### config.mk
export PLATFORM = sky130hd
export DESIGN_NAME = sram_burst_master
export DESIGN_NICKNAME = d
export VERILOG_FILES = /design/src/rtl/sram_burst_master.sv
export SDC_FILE = /design/constraint.sdc
export NUM_CORES = 1
export LEC_CHECK = 0
export CAP_MARGIN = 10
export CORE_MARGIN = 4
export CORE_UTILIZATION = 50
export CTS_CLUSTER_DIAMETER = 60
export DETAILED_ROUTE_END_ITERATION = 16
export GPL_TIMING_DRIVEN = 0
export MAX_ROUTING_LAYER = met4
export PLACE_DENSITY_LB_ADDON = 0.2
export SLEW_MARGIN = 20
export SYNTH_ARGS = -nofsm -noshare
export SYNTH_HDL_FRONTEND = slang
export SYNTH_SLANG_ARGS = --single-unit
### constraint.sdc
create_clock -name clk -period 2.7 [get_ports clk]
set_input_delay 0.27 -clock clk [delete_from_list [all_inputs] [get_ports clk]]
set_output_delay 0.27 -clock clk [all_outputs]
set_load 0.02 [all_outputs]
### src/rtl/sram_burst_master.sv
// sram_burst_master: burst initiator for a single-port word SRAM.
// One command (base address, word count, direction) streams words between the
// wr/rd valid-ready channels and the SRAM, at most one SRAM access per cycle.
// Read data returns through a small FIFO. An issue is allowed only while the
// FIFO occupancy plus the words still in flight is below RD_FIFO_DEPTH, so the
// FIFO can never overflow.
// Build option: define SRAM_RD_LAT2_EN for an SRAM with a registered output
// stage (read latency 2). Leave it undefined for read latency 1.
module sram_burst_master #(
  parameter int DW            = 32,
  parameter int MW            = 4,
  parameter int AW            = 14,
  parameter int LW            = 16,
  parameter int RD_FIFO_DEPTH = 4
) (
  input  logic          clk,
  input  logic          rst,
  input  logic          cmd_valid,
  output logic          cmd_ready,
  input  logic          cmd_write,
  input  logic [AW-1:0] cmd_addr,
  input  logic [LW-1:0] cmd_len,
  input  logic          wr_valid,
  output logic          wr_ready,
  input  logic [DW-1:0] wr_data,
  input  logic [MW-1:0] wr_strb,
  output logic          rd_valid,
  input  logic          rd_ready,
  output logic [DW-1:0] rd_data,
  output logic          rd_last,
  output logic          busy,
  output logic          done,
  output logic          sram_cs,
  output logic          sram_we,
  output logic [MW-1:0] sram_wem,
  output logic [AW-1:0] sram_addr,
  output logic [DW-1:0] sram_din,
  input  logic [DW-1:0] sram_dout
);

  localparam int PW = (RD_FIFO_DEPTH > 1) ? $clog2(RD_FIFO_DEPTH) : 1;
  localparam int CW = $clog2(RD_FIFO_DEPTH + 1);

  typedef enum logic [2:0] {
    S_IDLE,
    S_WRITE,
    S_READ,
    S_DRAIN,
    S_DONE
  } state_t;

  state_t        state_q, state_d;
  logic [AW-1:0] ptr_q, ptr_d;
  logic [LW-1:0] rem_q, rem_d;

  logic          issue, issue_last;
  logic          wr_ok;
  logic [CW-1:0] inflight_q;
  logic [CW-1:0] fifo_cnt_q;
  logic [PW-1:0] wr_idx_q, rd_idx_q;
  logic [DW-1:0] fifo_data [RD_FIFO_DEPTH];
  logic          fifo_last [RD_FIFO_DEPTH];
  logic [CW:0]   occ;
  logic          credit_ok;
  logic          push, push_last, pop;

  logic          vld_p0, last_p0;
`ifdef SRAM_RD_LAT2_EN
  logic          vld_p1, last_p1;
`endif

  function automatic logic [PW-1:0] idx_inc(input logic [PW-1:0] i);
    return (i == PW'(RD_FIFO_DEPTH - 1)) ? '0 : i + PW'(1);
  endfunction

  assign occ       = {1'b0, fifo_cnt_q} + {1'b0, inflight_q};
  assign credit_ok = (occ < (CW+1)'(RD_FIFO_DEPTH));

  assign rd_valid  = (fifo_cnt_q != '0);
  assign rd_data   = fifo_data[rd_idx_q];
  assign rd_last   = fifo_last[rd_idx_q];
  assign pop       = rd_valid & rd_ready;

  // Next-state, pointer/count updates and SRAM request decode
  always_comb begin
    state_d    = state_q;
    ptr_d      = ptr_q;
    rem_d      = rem_q;
    cmd_ready  = 1'b0;
    busy       = (state_q != S_IDLE);
    done       = 1'b0;
    wr_ok      = 1'b0;
    wr_ready   = 1'b0;
    sram_cs    = 1'b0;
    sram_we    = 1'b0;
    sram_wem   = '0;
    sram_addr  = '0;
    sram_din   = '0;
    issue      = 1'b0;
    issue_last = 1'b0;
    case (state_q)
      S_IDLE: begin
        cmd_ready = 1'b1;
        if (cmd_valid) begin
          ptr_d = cmd_addr;
          rem_d = cmd_len;
          if (cmd_len == '0)   state_d = S_DONE;
          else if (cmd_write)  state_d = S_WRITE;
          else                 state_d = S_READ;
        end
      end
      S_WRITE: begin
        wr_ok    = (rem_q != '0);
        wr_ready = wr_ok;
        if (wr_valid && wr_ok) begin
          sram_cs   = 1'b1;
          sram_we   = 1'b1;
          sram_wem  = wr_strb;
          sram_din  = wr_data;
          sram_addr = ptr_q;
          ptr_d     = ptr_q + AW'(1);
          rem_d     = rem_q - LW'(1);
          if (rem_q == LW'(1)) state_d = S_DONE;
        end
      end
      S_READ: begin
        if ((rem_q != '0) && credit_ok) begin
          issue      = 1'b1;
          issue_last = (rem_q == LW'(1));
          sram_cs    = 1'b1;
          sram_addr  = ptr_q;
          ptr_d      = ptr_q + AW'(1);
          rem_d      = rem_q - LW'(1);
          if (rem_q == LW'(1)) state_d = S_DRAIN;
        end
      end
      S_DRAIN: begin
        if ((fifo_cnt_q == '0) && (inflight_q == '0)) state_d = S_DONE;
      end
      S_DONE: begin
        done    = 1'b1;
        state_d = S_IDLE;
      end
      default: state_d = S_IDLE;
    endcase
  end

  // State, address pointer and remaining-word count
  always_ff @(posedge clk or posedge rst) begin
    if (rst) begin
      state_q <= S_IDLE;
      ptr_q   <= '0;
      rem_q   <= '0;
    end else begin
      state_q <= state_d;
      ptr_q   <= ptr_d;
      rem_q   <= rem_d;
    end
  end

  // ---- stage p0: read issued last cycle; p1 adds the SRAM output register ----
  // Track which cycles carry returning read data, and whether it is the last word
  always_ff @(posedge clk or posedge rst) begin
    if (rst) begin
      vld_p0  <= 1'b0;
      last_p0 <= 1'b0;
`ifdef SRAM_RD_LAT2_EN
      vld_p1  <= 1'b0;
      last_p1 <= 1'b0;
`endif
    end else begin
      vld_p0  <= issue;
      last_p0 <= issue_last;
`ifdef SRAM_RD_LAT2_EN
      vld_p1  <= vld_p0;
      last_p1 <= last_p0;
`endif
    end
  end

`ifdef SRAM_RD_LAT2_EN
  assign push      = vld_p1;
  assign push_last = last_p1;
`else
  assign push      = vld_p0;
  assign push_last = last_p0;
`endif

  // In-flight read counter: up on issue, down when the word lands in the FIFO
  always_ff @(posedge clk or posedge rst) begin
    if (rst) begin
      inflight_q <= '0;
    end else begin
      case ({issue, push})
        2'b10:   inflight_q <= inflight_q + CW'(1);
        2'b01:   inflight_q <= inflight_q - CW'(1);
        default: inflight_q <= inflight_q;
      endcase
    end
  end

  // ---- FIFO capture: sram_dout enters the return buffer ----
  // FIFO pointers and occupancy; push and pop together leave the count unchanged
  always_ff @(posedge clk or posedge rst) begin
    if (rst) begin
      wr_idx_q   <= '0;
      rd_idx_q   <= '0;
      fifo_cnt_q <= '0;
    end else begin
      if (push) wr_idx_q <= idx_inc(wr_idx_q);
      if (pop)  rd_idx_q <= idx_inc(rd_idx_q);
      case ({push, pop})
        2'b10:   fifo_cnt_q <= fifo_cnt_q + CW'(1);
        2'b01:   fifo_cnt_q <= fifo_cnt_q - CW'(1);
        default: fifo_cnt_q <= fifo_cnt_q;
      endcase
    end
  end

  // FIFO storage; data only, validity is tracked by the counters above
  always_ff @(posedge clk) begin
    if (push) begin
      fifo_data[wr_idx_q] <= sram_dout;
      fifo_last[wr_idx_q] <= push_last;
    end
  end

endmodule

==> results.tsv <==
metric	value	unit
status	finished clean	
FMAX	0.376	GHz
all-layer global routing usage	0.244	
syn avg cell area	14.2	µm²
largest cells by area after synthesis	edfxtp_1, dfrtp_1, mux4_2, and3_1, ha_1	
CTS Buf Count	17	
maximum vdd drop	0.672	mV
Tcrit/Tclk final	0.985	
Root Buffer	clkbuf_16	
final hold vios	0	
fillcell total	1110	
Yosys Warn Count	0	
cell taking the most area after synthesis	edfxtp_1	
CP max FO	5	
max-slew headroom at the worst pin	0.546	
Final Skew	13.5	ps
Critical Path AT	2390	ps
FF-to-FF setup slack	110	ps
Post-CTS Hold Buffers	0	
WL/cell	20.5	µm
Max-Cap Viols	0	
power per cell area	1140	nW/µm²
Post-synth top cells	edfxtp_1, dfrtp_1, and3_1, mux4_2, nor2_1	
critical path type	flop to output pin	
predominant post-synthesis flop cell	edfxtp_1	
P&R area growth vs syn	38.0	%
Die Footprint	18300	µm²
GR Overflow Total	0	
most common cell in the netlist	edfxtp_1	
pin count of the biggest net entering global routing	28	
clock share of power	0.181	
post-synth top area share	0.489	
FF+latch count, synth	177	
RSZ-0062 raised after global routing	yes	
Leak	4.33	nW
DPL Wire Length	14900	µm
Max Slew Vio Count	0	
# IOs	194	
sequential cell area fraction in the yosys report	0.628	
Vias/cell	5.82	
Die Span Y	135	µm
Worst Max-Slew Pin Slew	681	ps
FFs w/ async S/R, synth	0.254	
CTS tree	yes	
Core Rows	46	
CP required	2430	ps
# DRC	0	
Tot Pwr	12.8	mW
Comb pwr share	0.509	
final WL	21300	µm
Placement Cell Area	10400	µm²
DR iter-0 viols	460	
Antenna diodes	0	
synthesized area	8100	µm²
number of global-route vias before repair	6235	
worst skew pair latency	430	ps
Psw	5.07	mW
internal power	7.68	mW
Final nets	925	
Finished Cell Area	11200	µm²
CTS Sinks	177	
Detail Route Antenna Nets	0	
placeable core region	15900	µm²
first-pass GRT wire length	33300	µm
TritonRoute pass-1 iters	5	
die span in x	135	µm
synth unique cells	61	
Mapped Nets	687	
critical path launch point type	flop	
antenna violations before repair	0	
Worst Setup End Kind	output pin	
RD Place Congestion	0.914	
Sequential Power Share	0.310	
post-layout min period	2660	ps
Syn Inst Count	569	
Net Sw Frac	0.398	
clk buf depth	2	
# port buffers	193	
DR vias	6030	
Worst-path clk slew	70	ps
layout cells sized above 1	0.261	
worst hold path class	input pin to asynchronous set/reset pin	
setup TNS	0	ps
starting density of the core	0.510	
Post-synth EDFFs	132	
H-tree level count	4	
final setup fails	0	
## logic make-up after synthesis
group | Yosys count | share of synthesized area
simple gates | 177 | 0.128
flops | 177 | 0.628
compound gates | 95 | 0.0810
buf+inv | 58 | 0.0298
mux | 41 | 0.102
fa+ha+maj | 14 | 0.0235
xor+xnor | 7 | 0.00757
## area by class of cell
type / count / area, µm² / share of cell area
sequential: 177 / 5100 / 0.456
multi-input combinational: 334 / 2870 / 0.257
timing repair buffer: 223 / 2110 / 0.189
clock buffer: 18 / 429 / 0.0384
tap: 216 / 270 / 0.0242
buffer: 34 / 205 / 0.0184
clock inverter: 14 / 120 / 0.0107
inverter: 20 / 75.1 / 0.00672
## cells in the final DEF (no fill, tap or decap), types with 9 or more instances in the layout
master,count
clkdlybuf4s50_1,135
dfrtp_1,40
nand2_1,11
edfxtp_1,132
o21ai_0,17
ha_1,10
nor3_1,24
clkbuf_1,10
a21oi_1,14
buf_2,24
nand3_1,10
buf_6,26
nor2_1,30
o31ai_1,9
a2bb2oi_1,14
and2_4,10
inv_1,17
clkbuf_2,19
buf_4,26
nor4_1,9
clkbuf_16,17
and3_1,39
mux4_2,33
## through the flow
stage / hold WS [ps] / cells / utilization / setup slack [ps]
detailed placement: 488 / 983 / 0.656 / -481
global placement: 476 / 978 / 0.648 / -479
CTS: 208 / 1032 / 0.696 / -44.2
floorplan: 369 / 569 / - / 311
finish: 197 / 1036 / 0.704 / 40.8
global route: 257 / 1036 / 0.704 / -56.3
## registers in the layout (all words and copies together), names as in the netlist
signal      cells
fifo_cnt_q      3
fifo_data     128
inflight_q      3
rd_idx_q        2
last_p0         1
fifo_last       4
rem_q          16
wr_idx_q        2
ptr_q          14
push            1
state_q         3
## power groups by stage
stage | combinational, mW | sequential [mW] | clock, mW
floorplan | 3.83 | 3.82 | 0
global placement | 5.84 | 3.92 | 0
detailed placement | 5.99 | 3.94 | 0
CTS | 6.24 | 3.92 | 2.34
global route | 6.95 | 4.01 | 2.46
finish | 6.50 | 3.95 | 2.31
## layer usage
| metal | global-route usage | up-vias | wire [µm] |
|---|---|---|---|
| met5 | - | - | 0 |
| met4 | 0.0739 | 0 | 345 |
| met3 | 0.0490 | 31 | 1460 |
| met2 | 0.399 | 307 | 10800 |
| met1 | 0.311 | 2979 | 8670 |
| li1 | - | 2713 | - |
## timing repair
action / in CTS / in global routing
pin swaps: 8 / 8
buffers inserted: 18 / 7
gates cloned: 1 / 0
setup endpoints to repair: 86 / 74
gates resized for setup: 200 / 99
hold endpoints to repair: 0 / 0
## worst paths after layout
check                           start            end  cells past startpoint
min reg2reg                state_q[2]     state_q[1]                      1
max in group asynchronous         rst      rem_q[12]                      3
max                          rem_q[1]   sram_addr[9]                     10
min                               rst     state_q[0]                      2
max reg2reg                  rem_q[1]  inflight_q[2]                     12
min in group clk           state_q[2]     state_q[1]                      1
## critical path, stage by stage (launching register included)
cell	delay (ps)
dfrtp_1	400
inv_2	100
ha_4	150
nor3b_4	260
nand4_4	200
a31oi_4	240
buf_6	130
nor3_4	50
buf_6	140
and2_1	160
buf_6	130
(Power assumes the default switching activity.)
